$ cat src/rtl/pulse_rate_meter_pkg.sv
// Shared types and helpers for the pulse_rate_meter block.
package pulse_rate_meter_pkg;

    typedef enum logic [1:0] {IDLE, COUNT, REPORT} prm_state_t;

    // Width of the window counter; never narrower than one bit.
    function automatic int unsigned prm_win_w(input int unsigned window_cycles);
        return (window_cycles > 1) ? $clog2(window_cycles) : 1;
    endfunction

endpackage

$ cat src/rtl/pulse_edge_detect.sv
// Rising-edge detector for the pulse stream, with an optional 2-flop input
// synchronizer enabled by PULSE_RATE_METER_SYNC_EN.
module pulse_edge_detect (
    input  logic clk,
    input  logic reset,
    input  logic pulse_i,
    output logic event_o
);

    logic pulse_s;
    logic pulse_q;

`ifdef PULSE_RATE_METER_SYNC_EN
    logic [1:0] sync_q;

    always_ff @(posedge clk or posedge reset) begin
        if (reset) begin
            sync_q <= 2'b00;
        end else begin
            sync_q <= {sync_q[0], pulse_i};
        end
    end

    assign pulse_s = sync_q[1];
`else
    assign pulse_s = pulse_i;
`endif

    always_ff @(posedge clk or posedge reset) begin
        if (reset) begin
            pulse_q <= 1'b0;
        end else begin
            pulse_q <= pulse_s;
        end
    end

    assign event_o = pulse_s & ~pulse_q;

endmodule

$ cat src/rtl/pulse_rate_meter.sv
// Counts pulse rising edges per fixed window and reports each count on a
// valid/ready output. PULSE_RATE_METER_SYNC_EN adds an input synchronizer.
module pulse_rate_meter
    import pulse_rate_meter_pkg::*;
#(
    parameter int unsigned WINDOW_CYCLES = 100,
    parameter int unsigned CNT_W         = 8
) (
    input  logic             clk,
    input  logic             reset,
    input  logic             enable,
    input  logic             pulse,
    input  logic             count_ready,
    output logic [CNT_W-1:0] count,
    output logic             count_valid,
    output logic             overflow,
    output logic             busy
);

    localparam int unsigned      WIN_W    = prm_win_w(WINDOW_CYCLES);
    localparam logic [WIN_W-1:0] WIN_LAST = WIN_W'(WINDOW_CYCLES - 1);
    localparam logic [CNT_W-1:0] CNT_MAX  = '1;

    prm_state_t       state_q, state_d;
    logic [WIN_W-1:0] win_q, win_d;
    logic [CNT_W-1:0] acc_q, acc_d;
    logic             ovf_acc_q, ovf_acc_d;
    logic [CNT_W-1:0] count_q, count_d;
    logic             valid_q, valid_d;
    logic             overflow_q, overflow_d;
    logic             busy_q, busy_d;

    logic             pulse_event;
    logic             acc_sat;
    logic [CNT_W-1:0] acc_next;
    logic             ovf_next;

    pulse_edge_detect u_edge (
        .clk     (clk),
        .reset   (reset),
        .pulse_i (pulse),
        .event_o (pulse_event)
    );

    // Accumulator value including this cycle's event, saturating.
    assign acc_sat  = (acc_q == CNT_MAX);
    assign acc_next = (pulse_event && !acc_sat) ? acc_q + CNT_W'(1) : acc_q;
    assign ovf_next = ovf_acc_q | (pulse_event & acc_sat);

    always_comb begin
        state_d    = state_q;
        win_d      = win_q;
        acc_d      = acc_q;
        ovf_acc_d  = ovf_acc_q;
        count_d    = count_q;
        valid_d    = valid_q;
        overflow_d = overflow_q;

        case (state_q)
            IDLE: begin
                win_d     = '0;
                acc_d     = '0;
                ovf_acc_d = 1'b0;
                if (enable) begin
                    state_d = COUNT;
                end
            end
            COUNT: begin
                if (!enable) begin
                    // Abort: partial window is discarded.
                    state_d   = IDLE;
                    win_d     = '0;
                    acc_d     = '0;
                    ovf_acc_d = 1'b0;
                end else if (win_q == WIN_LAST) begin
                    count_d    = acc_next;
                    overflow_d = ovf_next;
                    valid_d    = 1'b1;
                    win_d      = '0;
                    acc_d      = '0;
                    ovf_acc_d  = 1'b0;
                    state_d    = REPORT;
                end else begin
                    win_d     = win_q + WIN_W'(1);
                    acc_d     = acc_next;
                    ovf_acc_d = ovf_next;
                end
            end
            REPORT: begin
                if (valid_q && count_ready) begin
                    valid_d = 1'b0;
                    state_d = enable ? COUNT : IDLE;
                end
            end
            default: begin
                state_d = IDLE;
            end
        endcase

        busy_d = (state_d != IDLE);
    end

    always_ff @(posedge clk or posedge reset) begin
        if (reset) begin
            state_q    <= IDLE;
            win_q      <= '0;
            acc_q      <= '0;
            ovf_acc_q  <= 1'b0;
            count_q    <= '0;
            valid_q    <= 1'b0;
            overflow_q <= 1'b0;
            busy_q     <= 1'b0;
        end else begin
            state_q    <= state_d;
            win_q      <= win_d;
            acc_q      <= acc_d;
            ovf_acc_q  <= ovf_acc_d;
            count_q    <= count_d;
            valid_q    <= valid_d;
            overflow_q <= overflow_d;
            busy_q     <= busy_d;
        end
    end

    assign count       = count_q;
    assign count_valid = valid_q;
    assign overflow    = overflow_q;
    assign busy        = busy_q;

endmodule
$ cat config.mk
export PLATFORM = sky130hd
export DESIGN_NAME = pulse_rate_meter
export DESIGN_NICKNAME = d
export VERILOG_FILES = /design/src/rtl/pulse_rate_meter_pkg.sv /design/src/rtl/pulse_edge_detect.sv /design/src/rtl/pulse_rate_meter.sv
export SDC_FILE = /design/constraint.sdc
export NUM_CORES = 1
export LEC_CHECK = 0
export ABC_AREA = 1
export BUFFER_PORTS_ARGS = -buffer_cell sky130_fd_sc_hd__buf_2
export CAP_MARGIN = 10
export CORE_MARGIN = 1.5
export CORE_UTILIZATION = 54
export CTS_BUF_LIST = sky130_fd_sc_hd__clkbuf_8
export CTS_CLUSTER_SIZE = 30
export DETAILED_ROUTE_END_ITERATION = 10
export GPL_ROUTABILITY_DRIVEN = 0
export PLACE_DENSITY_LB_ADDON = 0.3
export SLEW_MARGIN = 20
export SYNTH_ARGS = -nofsm -noshare
export SYNTH_HDL_FRONTEND = slang
export SYNTH_HIERARCHICAL = 1
export SYNTH_SLANG_ARGS = --single-unit
$ cat constraint.sdc
create_clock -name clk -period 1.2 [get_ports clk]
set_input_delay 0.12 -clock clk [delete_from_list [all_inputs] [get_ports clk]]
set_output_delay 0.12 -clock clk [all_outputs]
set_load 0.02 [all_outputs]
==> After elaboration in Yosys (flattened, before gate mapping) <==
Cells that the tools add are included.
{ "totals": {"ff_bits": 30, "inputBits": 5, "word_cells": 51} }
{ "classes": {"addsub": 2, "eq_ne": 7, "mux": 20, "n_bitwise": 4, "reduce_logical": 9} }
{ "op_table": {"columns": ["op", "n"], "rows": [
  ["$mux 8", 3],
  ["$pmux 8 s2", 1],
  ["$mux 7", 2],
  ["$pmux 7 s2", 1],
  ["$add 8x1->8 const B", 1],
  ["$eq 8x8->1 const B", 1],
  ["$mux 2", 4],
  ["$add 7x1->7 const B", 1],
  ["$eq 7x7->1 const B", 1],
  ["$mux 1", 6],
  ["$ne 2x2->1 const B", 3],
  ["$pmux 2 s3", 1],
  ["$reduce_bool 2->1", 3],
  ["$pmux 1 s2", 2],
  ["$reduce_and 4->1", 1],
  ["$reduce_and 3->1", 1],
  ["$and 1x1->1", 2],
  ["$eq 2x1->1 const B", 1],
  ["$eq 2x2->1 const B", 1],
  ["$logic_and 1x1->1", 2],
  ["$logic_not 2->1", 1],
  ["$logic_not 1->1", 1],
  ["$not 1->1", 1],
  ["$or 1x1->1", 1]
]} }

==> Depth between registers and ports, before layout <==
{ "logic_depth": {"depth_word": 7, "mapped_depth": 10, "ltp_nobuf": 9} }

==> By module <==
The synthesis kept the hierarchy.
{ "by_module_without_submodules": {"columns": ["mod", "n_inst", "cells_each", "area_per_inst_um2"], "rows": [
  ["pulse_rate_meter", 1, 201, 1524.0],
  ["pulse_edge_detect", 1, 4, 38.8]
]} }

==> Worst setup path before layout <==
Ideal clock, no wire load.
{ "synth_path": {"path_kind": "register to register", "start": "register win_q[1]", "end": "register count_q[4] (netlist: count[4])", "setup_ns": 0.118, "arrival_time_ns": 1.173, "required_time_ns": 1.082, "path_slack_ns": -0.091, "path_stages_with_launch": 10, "cell_sequence": "dfrtp_1 ha_1 inv_1 nor2_4 nand2_4 nor2_8 inv_4 buf_6 nand2_1 nand2_1"} }
{ "synth_between": {"elab_chain_cells": 2} }
{ "synth_rtl": {"columns": ["item", "line", "text"], "rows": [
  ["from (decl)", "pulse_rate_meter.sv:25", "logic [WIN_W-1:0] win_q, win_d;"],
  ["from (signal assigned)", "pulse_rate_meter.sv:115", "win_q <= win_d;"],
  ["$eq 7x7->1", "pulse_rate_meter.sv:75", "end else if (win_q == WIN_LAST) begin"],
  ["$reduce_and 3->1 (no source line)", null, null],
  ["to (signal assigned)", "pulse_rate_meter.sv:118", "count_q <= count_d;"],
  ["to (decl)", "pulse_rate_meter.sv:28", "logic [CNT_W-1:0] count_q, count_d;"]
]} }
Every way passes these cells.
A chain may end at the register's enable or synchronous reset.

==> Final worst setup path <==
{ "layout_path": {"start": "register win_q[0]", "end": "register win_q[2]"} }
{ "layout_between": {"elab_chain_cells": 4, "word_cells_on_any_way": 5, "cone_classes": "add/sub (1); eq/ne (1); mux (3)"} }
{ "layout_rtl": {"columns": ["item", "line", "text"], "rows": [
  ["$add 7x1->7 / $eq 7x7->1 (equally long branches)", "pulse_rate_meter.sv:84, pulse_rate_meter.sv:75", null],
  ["$mux 7 *", "pulse_rate_meter.sv:75", null],
  ["$mux 7 *", "pulse_rate_meter.sv:69", "if (!enable) begin"],
  ["$pmux 7 s2 *", "pulse_rate_meter.sv:59", "case (state_q)"]
]} }
Mark *: on every way between the ends. The rest lies on a longest branch, timed or not.

==> metrics.cfg <==
[run_status]
status = complete, but fails checks
violations = setup timing

[grt]
use_met1_pct = 32.9
met2_usage_pct = 46.2
grt_max_degree = 30
grt_pass1_vias = 1515
grtUsageMet3_pct = 5.76
grt_usage_pct = 27.7
grt_pass1_wl_um = 6720
gr-total-overflow = 0
antenna_found_initial = 0
top_usage_layer = met2

[setup_path]
crit_top_cell = buf_4
worstPathMaxFanout = 2
slowest_delay_ps = 360
cpLargestDelayFamily = flip-flops
cp_slowest_cell = dfrtp_1
cp.arrival_ps = 1600
worstSetupPathType = reg -> reg
worstPathRequired_ps = 1420
path_buf_inv = 3
startpoint_type = flop
crit_chain = ha_2 > inv_2 > buf_4 > buf_4 > o21ai_0 > nand2_1 > nor2_1
crit_path_end_kind = flop

[clocking]
path_clk_slew_ps = 60
clk_latency_ps = 290
cts_sinks = 30
htreeDepth = 2
cts.path.max_buffers = 2
root_buffer = clkbuf_8
cts_buffers = 5
cts_tree = done

[cells_and_area]
seqCellArea_um2 = 751
fin_area_um2 = 2120
finalCoreUtilization_pct = 77.0
multi_input_area_um2 = 815
syn_to_final_growth_pct = 35.8
stdcell_count = 284
diodes = 0
nets = 259
fillers = 199
drive_gt1_share_pct = 36.4

[routing]
ant_nets = 0
drc_errors = 0
dr.pass1.iters = 4
wl_um = 3950
vias = 1483
drt-initial-drc-count = 60
viasPerCell = 5.22
wl_per_cell_um = 13.9

[sta]
rsz0062_at_grt = yes
clock_skew_ps = 3.24
final_max_slew_viol_count = 0
whs_ps = 113
worst_pin_slew_ps = 374
slew_headroom_pct = 75.1
hold_viol = 0
setup_viol_count_final = 28
fmax_mhz = 725
period_needed_ps = 1380
finalCritPeriodShare_pct = 115
worst_slack_ps = -180

[logic_synthesis]
ys_seq_area_share_pct = 48.0
ys.flop_type = dfrtp_1
syn_inst = 205
avgSynthCellArea_um2 = 7.62
synth_edf_count = 0
ys_types = 25
ys_seq_elements = 30
yosys_warnings = 6
syn-cell-area_um2 = 1560
async_reset_ff_share_pct = 100
synth_nets = 212

[run]
maxCapViolCount = 0

[pwr]
ir_drop_mv = 1.32
power_leakage_uw = 0.00116
cellPowerDensity_nw_per_um2 = 1140

[placement]
portBuffers = 15
dpl_worst_slack_ps = -137
dp.cells = 266
dp_hpwl_um = 2420
placed_cell_area_um2 = 1810

[floorplanning]
num_io_pins = 16
initial_core_util_pct = 56.7
die_w_um = 56.8
die_area_um2 = 3230
die_y_um = 56.8
core_area_um2 = 2760
fp-row-count = 19

[worst_hold_path]
hold_class = in -> reg

logic make-up (layout without fill, tap and decap cells):
kind of cell / after synthesis / in the layout / synth area share (%)
buffers and inverters: 33 / 80 / 8.65
DFF: 30 / 30 / 48.0
adders and majority gates: 2 / 2 / 1.60
AOI/OAI and AO/OA: 7 / 7 / 2.40
and+or+nand+nor: 131 / 132 / 38.2
xor gates and xnor gates: 2 / 2 / 1.12
synth_stat cells (2+ instances only):
| master | number | share of area [%] |
|---|---|---|
| inv_1 | 25 | 6.0 |
| inv_2 | 4 | 0.96 |
| nand4_1 | 3 | 1.2 |
| dfrtp_1 | 30 | 48 |
| nand2_1 | 73 | 18 |
| ha_1 | 2 | 1.6 |
| nand2_2 | 3 | 1.2 |
| o21ai_0 | 3 | 0.96 |
| nor2_4 | 2 | 1.4 |
| nand3_1 | 30 | 9.6 |
| nor2_1 | 14 | 3.4 |
| a21oi_1 | 3 | 0.96 |
placed cells by master, fill, tap and decap left out, types with 2 or more instances in the layout:
master	Yosys	layout
nor2_1	14	11
o21ai_0	3	3
nand3_1	30	23
buf_2	1	15
nand2_4	1	5
clkbuf_8	0	8
a21oi_1	3	2
nand4_1	3	3
nor2_2	1	3
nor3_4	0	2
nand2_1	73	60
nand3_2	0	7
dfrtp_1	30	30
inv_6	0	2
nand2_2	3	12
inv_2	4	5
dlygate4sd3_1	0	2
nor2_4	2	4
inv_1	25	23
ha_2	0	2
buf_4	0	23
path summary, 6_finish.rpt:
kind,start,end,slack [ps],depth (start not counted)
setup / recovery,win_q[0]$_DFFE_PP0P_,win_q[2]$_DFFE_PP0P_,-180,7
max in group asynchronous,reset,acc_q[7]$_DFFE_PP0P_,470,4
hold reg to reg,overflow$_DFFE_PP0P_,overflow$_DFFE_PP0P_,470,2
hold / removal,count_ready,count_valid$_DFFE_PP0P_,110,4
setup reg to reg,win_q[0]$_DFFE_PP0P_,win_q[2]$_DFFE_PP0P_,-180,7
min in group asynchronous,reset,u_edge/pulse_q$_DFF_PP0_,210,3
worst reg2reg max path, stage by stage (launching register included):
cell     delay [ps]
dfrtp_1         360
ha_2            210
inv_2            60
buf_4           130
buf_4           120
o21ai_0         230
nand2_1         100
nor2_1          110
final cells by class:
cell class / count / share of cell area [%]
multi-input combinational: 143 / 38.4
sequential: 30 / 35.4
timing repair buffer: 41 / 13.1
inverter: 30 / 5.78
clock buffer: 8 / 5.19
tap: 31 / 1.83
timing repair inverter: 1 / 0.295
metrics by stage:
step	total power (uW)	TNS (ps)
final	2410	-2990
after global routing	2500	-5160
after CTS	2380	-2310
after detailed placement	1380	-2610
after global placement	1370	-1920
after floorplan	1290	-407
report_power, final:
part | internal [uW] | total, uW | switching [uW]
registers | 1070 | 1100 | 35.2
logic | 131 | 353 | 222
clock network | 578 | 959 | 381
sequential cells by signal, summed over array words and instances, names as in the netlist:
signal / flops
count: 8
u_edge/pulse_q: 1
count_valid: 1
state_q: 2
win_q: 7
acc_q: 8
overflow: 1
ovf_acc_q: 1
busy: 1
what timing repair did:
item | CTS | global route
endpoints found under the hold margin | 31 | 0
cloned | 2 | 0
resized for setup | 29 | 6
hold buffers | 2 | 0
pin swaps | 6 | 9
buffers inserted | 5 | 1
endpoints found under the setup margin | 27 | 29
metal layers:
layer  wire, um  share of wire [%]  up-vias
met3        116                2.9       18
met5          0                  0        -
li1           -                  -      739
met1       1650                 42      690
met4        140                3.5        0
met2       2050                 52       36
(Power assumes the default switching activity.)
